$ cat src/rtl/telemetry_uart_arbiter.sv
// Round-robin, frame-granular arbiter sharing one UART transmitter between N_REQ byte streams.
// Each byte is sequenced through tx_valid/tx_done; frame completion, abort and UART stalls are flagged.
module telemetry_uart_arbiter #(
  parameter int N_REQ         = 4,
  parameter int ID_W          = 2,
  parameter int BUSY_TIMEOUT  = 16,
  parameter int FRAME_TIMEOUT = 50000
) (
  input  logic                 clk,
  input  logic                 reset,
  input  logic [N_REQ-1:0]     req_valid,
  input  logic [8*N_REQ-1:0]   req_data,
  input  logic [N_REQ-1:0]     req_last,
  input  logic [N_REQ-1:0]     req_enable,
  output logic [N_REQ-1:0]     req_ready,
  input  logic                 tx_done,
  output logic [7:0]           tx_data,
  output logic                 tx_valid,
  output logic                 grant_valid,
  output logic [ID_W-1:0]      grant_id,
  output logic                 frame_done,
  output logic                 frame_abort,
  output logic                 tx_timeout,
  output logic [15:0]          frame_count
);

  // state     | meaning
  // ----------+------------------------------------------------------------
  // IDLE      | no owner; round-robin search from rr over valid & enabled
  // SEND      | owner granted; issue its byte once UART is ready
  // WAIT_ACK  | byte pulsed; wait for tx_done to fall (or busy timeout)
  // WAIT_DONE | wait for tx_done to rise; then next byte or end of frame
  typedef enum logic [1:0] {S_IDLE, S_SEND, S_WAIT_ACK, S_WAIT_DONE} state_t;

  localparam int BT_W = $clog2(BUSY_TIMEOUT + 1);
  localparam int FT_W = $clog2(FRAME_TIMEOUT + 1);

  state_t            state, state_nxt;
  logic [ID_W-1:0]   rr, rr_nxt;
  logic [ID_W-1:0]   gid_nxt;
  logic              gv_nxt;
  logic [7:0]        txd_nxt;
  logic              txv_nxt;
  logic [N_REQ-1:0]  rdy_nxt;
  logic              last_flag, last_nxt;
  logic              fd_nxt, fa_nxt, to_nxt;
  logic [15:0]       fc_nxt;
  logic [FT_W-1:0]   idle_cnt, idle_nxt;
  logic [BT_W-1:0]   busy_cnt, busy_nxt;

  logic [N_REQ-1:0]  cand;
  logic              hit;
  logic [ID_W-1:0]   pick;
  logic [ID_W:0]     sum;
  logic              own_valid, own_last;
  logic [7:0]        own_data;
  logic [N_REQ-1:0]  owner_oh;
  logic [ID_W-1:0]   rr_after;

  assign cand      = req_valid & req_enable;
  assign own_valid = req_valid[grant_id];
  assign own_last  = req_last[grant_id];
  assign own_data  = req_data[{grant_id, 3'b000} +: 8];
  assign owner_oh  = N_REQ'(1) << grant_id;
  assign rr_after  = (grant_id == ID_W'(N_REQ - 1)) ? '0 : grant_id + ID_W'(1);

  // First candidate at or after rr, wrapping modulo N_REQ.
  always_comb begin
    hit  = 1'b0;
    pick = '0;
    sum  = '0;
    for (int k = 0; k < N_REQ; k++) begin
      sum = {1'b0, rr} + (ID_W+1)'(k);
      if (sum >= (ID_W+1)'(N_REQ)) sum = sum - (ID_W+1)'(N_REQ);
      if (!hit && cand[sum[ID_W-1:0]]) begin
        hit  = 1'b1;
        pick = sum[ID_W-1:0];
      end
    end
  end

  always_comb begin
    state_nxt = state;
    rr_nxt    = rr;
    gid_nxt   = grant_id;
    gv_nxt    = grant_valid;
    txd_nxt   = tx_data;
    last_nxt  = last_flag;
    fc_nxt    = frame_count;
    idle_nxt  = idle_cnt;
    busy_nxt  = busy_cnt;
    txv_nxt   = 1'b0;
    rdy_nxt   = '0;
    fd_nxt    = 1'b0;
    fa_nxt    = 1'b0;
    to_nxt    = 1'b0;
    case (state)
      S_IDLE: begin
        if (hit) begin
          gid_nxt   = pick;
          gv_nxt    = 1'b1;
          idle_nxt  = FT_W'(FRAME_TIMEOUT);
          state_nxt = S_SEND;
        end
      end
      S_SEND: begin
        if (own_valid) begin
          idle_nxt = FT_W'(FRAME_TIMEOUT);
          if (tx_done) begin
            txd_nxt   = own_data;
            last_nxt  = own_last;
            txv_nxt   = 1'b1;
            rdy_nxt   = owner_oh;
            busy_nxt  = BT_W'(BUSY_TIMEOUT);
            state_nxt = S_WAIT_ACK;
          end
        end else if (idle_cnt <= FT_W'(1)) begin
          fa_nxt    = 1'b1;
          gv_nxt    = 1'b0;
          rr_nxt    = rr_after;
          state_nxt = S_IDLE;
        end else begin
          idle_nxt = idle_cnt - FT_W'(1);
        end
      end
      S_WAIT_ACK: begin
        if (!tx_done) begin
          state_nxt = S_WAIT_DONE;
        end else if (busy_cnt <= BT_W'(1)) begin
          to_nxt    = 1'b1;
          state_nxt = S_WAIT_DONE;
        end else begin
          busy_nxt = busy_cnt - BT_W'(1);
        end
      end
      S_WAIT_DONE: begin
        if (tx_done) begin
          if (last_flag) begin
            fd_nxt    = 1'b1;
            fc_nxt    = frame_count + 16'd1;
            gv_nxt    = 1'b0;
            rr_nxt    = rr_after;
            state_nxt = S_IDLE;
          end else begin
            state_nxt = S_SEND;
          end
        end
      end
      default: state_nxt = S_IDLE;
    endcase
  end

  always_ff @(posedge clk) begin
    if (reset) begin
      state       <= S_IDLE;
      rr          <= '0;
      grant_id    <= '0;
      grant_valid <= 1'b0;
      tx_data     <= '0;
      tx_valid    <= 1'b0;
      req_ready   <= '0;
      last_flag   <= 1'b0;
      frame_done  <= 1'b0;
      frame_abort <= 1'b0;
      tx_timeout  <= 1'b0;
      frame_count <= '0;
      idle_cnt    <= '0;
      busy_cnt    <= '0;
    end else begin
      state       <= state_nxt;
      rr          <= rr_nxt;
      grant_id    <= gid_nxt;
      grant_valid <= gv_nxt;
      tx_data     <= txd_nxt;
      tx_valid    <= txv_nxt;
      req_ready   <= rdy_nxt;
      last_flag   <= last_nxt;
      frame_done  <= fd_nxt;
      frame_abort <= fa_nxt;
      tx_timeout  <= to_nxt;
      frame_count <= fc_nxt;
      idle_cnt    <= idle_nxt;
      busy_cnt    <= busy_nxt;
    end
  end

endmodule

$ cat config.mk
export PLATFORM = sky130hd
export DESIGN_NAME = telemetry_uart_arbiter
export DESIGN_NICKNAME = d
export VERILOG_FILES = /design/src/rtl/telemetry_uart_arbiter.sv
export SDC_FILE = /design/constraint.sdc
export NUM_CORES = 1
export LEC_CHECK = 0
export CAP_MARGIN = 20
export CORE_MARGIN = 2
export CORE_UTILIZATION = 35
export CTS_BUF_LIST = sky130_fd_sc_hd__clkbuf_4 sky130_fd_sc_hd__clkbuf_8
export DETAILED_ROUTE_END_ITERATION = 6
export PLACE_DENSITY = 0.58
export SYNTH_ARGS = -nofsm -noshare
export SYNTH_HDL_FRONTEND = slang
export SYNTH_SLANG_ARGS = --single-unit
$ cat constraint.sdc
create_clock -name clk -period 3.4 [get_ports clk]
set_clock_uncertainty 0.2 [all_clocks]
set_input_delay 0.68 -clock clk [delete_from_list [all_inputs] [get_ports clk]]
set_output_delay 0.68 -clock clk [all_outputs]
set_load 0.01 [all_outputs]
==> reports/metrics.yaml, run 1 <==
critical_path:
  crit_arrival_ns: 2.89
  r2r-end: "idle_cnt[9]$_SDFFE_PP0P_"
  crit_path_end_kind: "register"
  crit-reg2reg-launch: "idle_cnt[0]$_SDFFE_PP0P_"
  timing.reg2reg.setup_slack_ns: 0.55
  reg2reg_depth: 7
  worstSetupStartpointType: "register"
  cpPeakStageDelay_ns: 0.86
  crit_fanout: 11
  worstSetupPathType: "reg2reg"
  crit_required_ns: 3.44
  crit_chain: "inv_1, ha_1, or2_2, and4_1, a31oi_1, a21oi_1, a311oi_1"
  slowest_stage: "a31oi_1"
logic_synthesis:
  syn_inst: 345
  netlist_area_um2: 3040
  ys_async_sr_fraction: 0
  synth_cell_type_count: 52
  syn_area_per_cell_um2: 8.82
  ys_seq_elements: 61
  synthesis.nets: 398
  yosys_most_used_dff: "dfxtp_1"
  yosysWarnings: 0
  ys_seq_area_frac: 0.401
  synth-edff-count: 0
place:
  gp_congestion: 0.783
  io_buffers: 81
  dpl.hpwl_um: 5480
  placed_cells: 525
  dp_slack_ns: 0.257
power_and_ir_drop:
  p_leak_nw: 1.50
  power_density_nw_per_um2: 474
  total_power_w: 0.00198
  p_seq_frac: 0.421
  pwr-share-comb: 0.251
  peakVddDrop_uv: 255
  power_frac_clock: 0.328
  p_sw_frac: 0.302
  power_switching_w: 0.000597
  intPower_w: 0.00138
global_route:
  grt_pass1_vias: 2708
  use_met1: 0.196
  grt_pass1_wl_um: 12500
  busiest_layer: "met2"
  grt_usage: 0.160
  gr-usage-met3: 0.0446
  antenna_found_initial: 0
  grt_util_met2: 0.261
  grt.overflow.total: 0
  grt_max_degree: 31
sta:
  tightest_slew_ns: 1.04
  timing.hold.ws_ns: 0.255
  fin_ws_ns: 0.550
  fmax_mhz: 351
  tns_ns: 0
  hold_viol_final: 0
  slew_violations: 0
  relSlewSlack: 0.306
  period_share: 0.838
  setup_violations: 0
  finalCriticalPeriod_ns: 2.85
  rsz0062_at_grt: "false"
final_layout:
  final_cell_mix: "clkdlybuf4s50_1, dfxtp_1, nand2_1"
  nets: 481
  final_common_cell: "clkdlybuf4s50_1"
  drive_gt1_frac: 0.0995
  area_growth_syn_to_layout_pct: 36.9
  final_cells: 540
  antennaDiodeCount: 0
routing:
  drt_iter0_drc: 121
  postRouteWirelength_um: 7620
  num_vias: 2867
  ant_nets: 0
  drt_pass1_iterations: 4
  via_per_inst: 5.31
  wl_per_cell_um: 14.1
  drc_errors: 0
cts:
  cts_buffers: 9
  cts_hold_buffers: 0
  post-cts-setup-buffers: 0
  cts_tree: "yes"
  clockRootBuffer: "clkbuf_8"
  clock_latency_ns: 0.33
  cts_resized: 0
  cts_buffer_depth: 2
  cts_sinks: 61
  path_clk_slew_ns: 0.07
  ctsHtreeMaxLevel: 3
floorplanning:
  die_h_um: 97.2
  core_um2: 8590
  rows: 34
  start_util: 0.354
  fp.dieW_um: 97.2
  die_area_um2: 9460
  io_pins: 82
status:
  status: "finished clean"
worst_hold_path:
  holdPathEnd: "tx_data[6]$_SDFFE_PP0P_"
  hold_class: "reg2reg"
  min_path_cells: 2
  min-delay-start: "tx_data[6]$_SDFFE_PP0P_"
flow_run:
  maxCapViolCount: 0
[per-stage QoR]
| step | area, µm² | util |
|---|---|---|
| floorplan | 3040 | - |
| global placement | 3970 | 0.462 |
| detailed placement | 3970 | 0.462 |
| CTS | 4170 | 0.485 |
| global route | 4170 | 0.485 |
| finish | 4170 | 0.485 |
[flip-flops by register name (all words and copies together) (netlist names), 2 cells and up, named ones only]
name         count
busy_cnt         5
frame_count     16
rr               2
grant_id         2
req_ready        4
idle_cnt        16
tx_data          8
[area by class of cell]
cell class | instances | area [µm²]
clock buffer | 11 | 151
clock inverter | 4 | 47.5
fill | 841 | 4430
inverter | 9 | 33.8
multi-input combinational | 256 | 1700
sequential | 61 | 1220
tap | 108 | 135
timing repair buffer | 91 | 881
[how the worst max path moves through the flow]
stage	slack (ns)	start	endpoint
after floorplan	1.00	idle_cnt[0]$_SDFFE_PP0P_	idle_cnt[10]$_SDFFE_PP0P_
after global placement	0.34	req_valid[1]	idle_cnt[8]$_SDFFE_PP0P_
after detailed placement	0.26	req_valid[1]	idle_cnt[9]$_SDFFE_PP0P_
after CTS	0.59	idle_cnt[0]$_SDFFE_PP0P_	idle_cnt[9]$_SDFFE_PP0P_
after global routing	0.28	idle_cnt[0]$_SDFFE_PP0P_	idle_cnt[8]$_SDFFE_PP0P_
final	0.55	idle_cnt[0]$_SDFFE_PP0P_	idle_cnt[9]$_SDFFE_PP0P_
[kinds of logic (layout without fill, tap and decap cells)]
logic type	count (synthesis)	count (layout)	synth area share
buf+inv	28	115	0.0411
mux	11	11	0.0798
xor+xnor	17	17	0.0489
fa+ha+maj	6	6	0.0247
simple gates	143	143	0.244
flops	61	61	0.401
compound gates	79	79	0.160
[critical path: cells and delay by family, from the launching register on]
kind,cells,cell delay (ns)
flip-flops,1,0.45
AO/OA/AOI/OAI,3,1.28
adder cells (fa/ha/maj),1,0.23
buffers and inverters,1,0.07
AND/OR/NAND/NOR,2,0.54
[power groups by stage]
stage	clock [W]	combinational, W	sequential [W]
2_1_floorplan	0	0.000339	0.000837
3_5_place_dp	0	0.000496	0.000847
6_report	0.000647	0.000496	0.000833
5_1_grt	0.000698	0.000558	0.000840
3_3_place_gp	0	0.000491	0.000846
4_1_cts	0.000672	0.000498	0.000831
[cell usage after synthesis (2+ instances only)]
cell	instances	area, µm²
nand4_1	3	18.8
xor2_1	10	87.6
or3_1	5	31.3
nand2b_1	6	37.5
and3_1	8	50.1
nor4_1	4	25.0
inv_1	9	33.8
ha_1	6	75.1
or4_1	7	52.6
xnor2_1	7	61.3
a31oi_1	5	31.3
buf_2	4	20.0
nor4b_1	2	17.5
a21oi_1	34	170
nand3_1	13	65.1
o211ai_1	2	15.0
a31o_2	2	17.5
dfxtp_1	61	1220
o21bai_1	2	15.0
a311oi_1	3	26.3
nor3_1	11	55.1
nand2_1	42	158
o41ai_1	2	17.5
and4_1	4	35.0
o21ai_0	12	60.1
mux4_1	2	52.6
a211oi_1	3	22.5
buf_6	2	22.5
clkbuf_1	12	45.0
nor2_1	27	101
o31ai_1	7	52.6
mux4_2	8	180
[per-layer routing]
metal / routed length [µm] / share of wire
met3: 485 / 0.064
met5: 0 / 0
met2: 3470 / 0.46
met1: 3480 / 0.46
met4: 184 / 0.024
Note: power is estimated with default switching activity, not from simulation.
==> run 2: changes to the inputs <==
PLACE_DENSITY = 0.6   (was 0.58)
clock period = 2.6 ns   (was 3.4 ns; I/O delays follow)
==> reports/metrics.yaml, run 2 (synthesized netlist as in run 1, its figures left out) <==
status:
  status: "finished clean"
final_layout:
  regArea_um2: 1220
  drive_gt1_frac: 0.126
  multi_input_area_um2: 1700
  antennaDiodeCount: 0
  final_cell_mix: "clkdlybuf4s50_1, dfxtp_1, nand2_1"
  nets: 493
  area_growth_syn_to_layout_pct: 41.5
  final_common_cell: "clkdlybuf4s50_1"
  reg.largest.list: "frame_count: 16 flops, idle_cnt: 16 flops, tx_data: 8 flops"
  nFillCells: 800
routing:
  drt_iter0_drc: 80
  drc_errors: 0
  wl_per_cell_um: 13.7
  num_vias: 2869
  via_per_inst: 5.19
  ant_nets: 0
  drt_pass1_iterations: 4
  postRouteWirelength_um: 7590
worst_hold_path:
  min-delay-start: "tx_data[4]$_SDFFE_PP0P_"
  hold_class: "reg2reg"
floorplanning:
  core_um2: 8590
  die_area_um2: 9460
  fp.dieW_um: 97.2
  rows: 34
  die_h_um: 97.2
  io_pins: 82
  start_util: 0.354
global_route:
  grt_usage: 0.163
  grt_pass1_wl_um: 12800
  grt.overflow.total: 0
  grt_pass1_vias: 2793
  antenna_found_initial: 0
  grt_max_degree: 27
sta:
  period_share: 0.933
  fmax_mhz: 412
  relSlewSlack: 0.671
  fin_ws_ns: 0.175
  slew_violations: 0
  tns_ns: 0
  setup_violations: 0
  rsz0062_at_grt: "false"
  hold_viol_final: 0
  finalCriticalPeriod_ns: 2.43
  tightest_slew_ns: 0.494
cts:
  cts_resized: 0
  cts_hold_buffers: 0
  clock_latency_ns: 0.34
  clockRootBuffer: "clkbuf_8"
  path_clk_slew_ns: 0.07
  post-cts-setup-buffers: 0
  ctsHtreeMaxLevel: 3
  cts_tree: "yes"
  cts_buffer_depth: 2
  cts_buffers: 9
  cts_sinks: 61
critical_path:
  slowest_stage: "dfxtp_1"
  crit_arrival_ns: 2.49
  crit_buf_inv: 1
  cp_top_family: "simple AND/OR/NAND/NOR gates"
  crit_chain: "inv_1, ha_1, or2_2, and4_1, a31o_2, or4_1, a21oi_1"
  crit-reg2reg-launch: "idle_cnt[1]$_SDFFE_PP0P_"
  worstSetupStartpointType: "register"
  crit_required_ns: 2.66
  cpPeakStageDelay_ns: 0.41
  setup.worst_path.start: "idle_cnt[1]$_SDFFE_PP0P_"
  worstSetupPathType: "reg2reg"
  crit_fanout: 11
  crit_path_end_kind: "register"
place:
  io_buffers: 81
  dpl.hpwl_um: 5590
  dp_slack_ns: -0.159
  gp_congestion: 0.776
flow_run:
  maxCapViolCount: 0
power_and_ir_drop:
  p_leak_nw: 1.58
  power_density_nw_per_um2: 656
  peakVddDrop_uv: 398
  total_power_w: 0.00282
run 2: changes by cell type in the layout (fill, tap and decap cells not counted), sizes merged:
| cell | delta |
|---|---|
| clkbuf | -2 |
| clkinv | +1 |
| buf | +12 |
| bufinv | +2 |
run 2: per-stage QoR:
stage / hold WS [ns] / utilization / area (µm²) / std cells
after CTS: 0.258 / 0.501 / 4310 / 553
after global routing: 0.275 / 0.501 / 4310 / 553
after floorplan: 0.245 / - / 3040 / 345
after global placement: 0.244 / 0.472 / 4060 / 537
final: 0.255 / 0.501 / 4310 / 553
after detailed placement: 0.249 / 0.472 / 4060 / 537
run 2: final cells by class:
cell class / count / share of cell area
clock buffers: 9 / 0.0288
clock inverters: 7 / 0.0288
inverters: 9 / 0.00785
multi-input cells: 256 / 0.394
flip-flops and latches: 61 / 0.284
well taps: 108 / 0.0314
repair buffers: 103 / 0.226
run 2: power breakdown:
part	internal (W)	switching [W]	leakage [nW]
clock network	0.000641	0.000402	0.120
registers	0.00101	0.0000740	0.496
logic	0.000351	0.000350	0.960
run 2: worst register-to-register path, cell delays in order (launching register included):
cell and delay [ns]:
dfxtp_1 0.41, inv_1 0.09, ha_1 0.22, or2_2 0.31, and4_1 0.22, a31o_2 0.33
or4_1 0.41, a21oi_1 0.16
run 2: worst paths after layout:
check / slack [ns] / end / cells past startpoint
worst max-delay path: 0.17 / idle_cnt[13]$_SDFFE_PP0P_ / 7
worst min-delay path: 0.26 / tx_data[4]$_SDFFE_PP0P_ / 2
worst max register to register: 0.17 / idle_cnt[13]$_SDFFE_PP0P_ / 7
worst min register to register: 0.26 / tx_data[4]$_SDFFE_PP0P_ / 2
run 2: routing by layer:
layer / GRT usage / up-vias / part of all wire
met5: 0 / - / 0
met4: 0.0566 / 0 / 0.016
met3: 0.0446 / 12 / 0.049
met2: 0.290 / 58 / 0.49
met1: 0.190 / 1343 / 0.45
li1: - / 1456 / -
==> run 3: changes to the inputs <==
CORE_UTILIZATION = 30   (was 35)
PLACE_DENSITY = 0.53   (was 0.6)
==> reports/metrics.yaml, run 3 (synthesized netlist as in run 1, its figures left out) <==
status:
  status: "finished clean"
cts:
  cts_resized: 0
  clock_latency_ns: 0.34
  clockRootBuffer: "clkbuf_8"
  path_clk_slew_ns: 0.07
  post-cts-setup-buffers: 0
  cts_buffers: 9
  ctsHtreeMaxLevel: 3
  cts_tree: "yes"
  cts_buffer_depth: 2
  cts_hold_buffers: 0
  cts_sinks: 61
sta:
  slew_violations: 0
  period_share: 0.944
  fin_ws_ns: 0.145
  hold_viol_final: 0
  fmax_mhz: 407
  tightest_slew_ns: 0.638
  finalCriticalPeriod_ns: 2.46
  setup_violations: 0
  relSlewSlack: 0.575
  tns_ns: 0
  rsz0062_at_grt: "false"
floorplanning:
  die_h_um: 105
  fp.dieW_um: 105
  core_um2: 9820
  rows: 36
  die_area_um2: 11000
  start_util: 0.310
  io_pins: 82
critical_path:
  crit_fanout: 11
  setup.worst_path.start: "idle_cnt[0]$_SDFFE_PP0P_"
  crit_chain: "inv_1, ha_1, or2_2, and4_1, a31o_2, or4_1, a21oi_1"
  slowest_stage: "dfxtp_1"
  worstSetupStartpointType: "register"
  crit-reg2reg-launch: "idle_cnt[0]$_SDFFE_PP0P_"
  timing.reg2reg.setup_slack_ns: 0.14
  cpPeakStageDelay_ns: 0.44
  crit_path_end_kind: "register"
  crit_arrival_ns: 2.51
  crit_required_ns: 2.66
  worstSetupPathType: "reg2reg"
global_route:
  grt_util_met2: 0.254
  grt_pass1_wl_um: 13600
  grt_usage: 0.150
  antenna_found_initial: 0
  grt_pass1_vias: 2842
  grt_max_degree: 34
  grt.overflow.total: 0
  busiest_layer: "met2"
  use_met1: 0.185
  gr-usage-met3: 0.0399
place:
  io_buffers: 81
  placed_cells: 559
  dpl_cell_area_um2: 4080
  dp_slack_ns: -0.198
  gp_congestion: 0.791
  dpl.hpwl_um: 5850
power_and_ir_drop:
  peakVddDrop_uv: 288
  power_density_nw_per_um2: 611
  p_leak_nw: 1.54
final_layout:
  final_common_cell: "clkdlybuf4s50_1"
  final_area_um2: 4280
  fin_util: 0.436
  reg.largest.list: "frame_count: 16 flops, idle_cnt: 16 flops, tx_data: 8 flops"
  nets: 490
  multi_input_area_um2: 1700
  nFillCells: 1012
  antennaDiodeCount: 0
  final_cell_mix: "clkdlybuf4s50_1, dfxtp_1, nand2_1"
  area_growth_syn_to_layout_pct: 40.6
  drive_gt1_frac: 0.120
  final_cells: 575
  regArea_um2: 1220
flow_run:
  maxCapViolCount: 0
worst_hold_path:
  min-delay-start: "tx_data[2]$_SDFFE_PP0P_"
  hold_class: "reg2reg"
routing:
  drc_errors: 0
  drt_iter0_drc: 147
  via_per_inst: 5.05
  drt_pass1_iterations: 4
  wl_per_cell_um: 14.0
  postRouteWirelength_um: 8060
  ant_nets: 0
  num_vias: 2902
==> run 3: cell count changes in the layout (fill, tap and decap cells not counted) <==
cell        delta
buf_12         +1
buf_4          -4
bufinv_16      -2
clkbuf_8       +1
clkinv_2       +2
clkinv_4       -3
clkinvlp_4     +2
==> run 3: metal layers <==
metal	part of all wire	wire length, µm	up-vias
met2	0.48	3880	61
met3	0.057	463	7
li1	-	-	1449
met4	0.0092	74	0
met1	0.45	3650	1385
met5	0	0	-
==> run 3: path summary, 6_finish.rpt <==
path,end,depth (start not counted)
max reg2reg,idle_cnt[10]$_SDFFE_PP0P_,7
min,tx_data[2]$_SDFFE_PP0P_,2
max,idle_cnt[10]$_SDFFE_PP0P_,7
min reg2reg,tx_data[2]$_SDFFE_PP0P_,2
==> run 3: layout make-up <==
class | instances | share of cell area
sequential | 61 | 0.285
clock inverter | 6 | 0.0146
clock buffer | 10 | 0.0322
multi-input combinational | 256 | 0.396
tap | 133 | 0.0389
timing repair buffer | 100 | 0.225
inverter | 9 | 0.00789
==> run 3: through the flow <==
step / total power, W / hold WS (ns)
floorplan: 0.00154 / 0.245
global placement: 0.00177 / 0.243
detailed placement: 0.00179 / 0.250
CTS: 0.00265 / 0.260
global route: 0.00277 / 0.281
finish: 0.00261 / 0.257
==> run 3: critical path, delay by kind of cell (launching register included) <==
family	cells	cell delay (ns)
buffers and inverters	1	0.07
adders and majority gates	1	0.23
DFF	1	0.44
and+or+nand+nor	3	0.95
AOI/OAI and AO/OA	2	0.50
==> run 3: where the power goes <==
group | internal (W) | switching, W
Clock | 0.000465 | 0.000386
Sequential | 0.00101 | 0.0000800
Combinational | 0.000330 | 0.000347
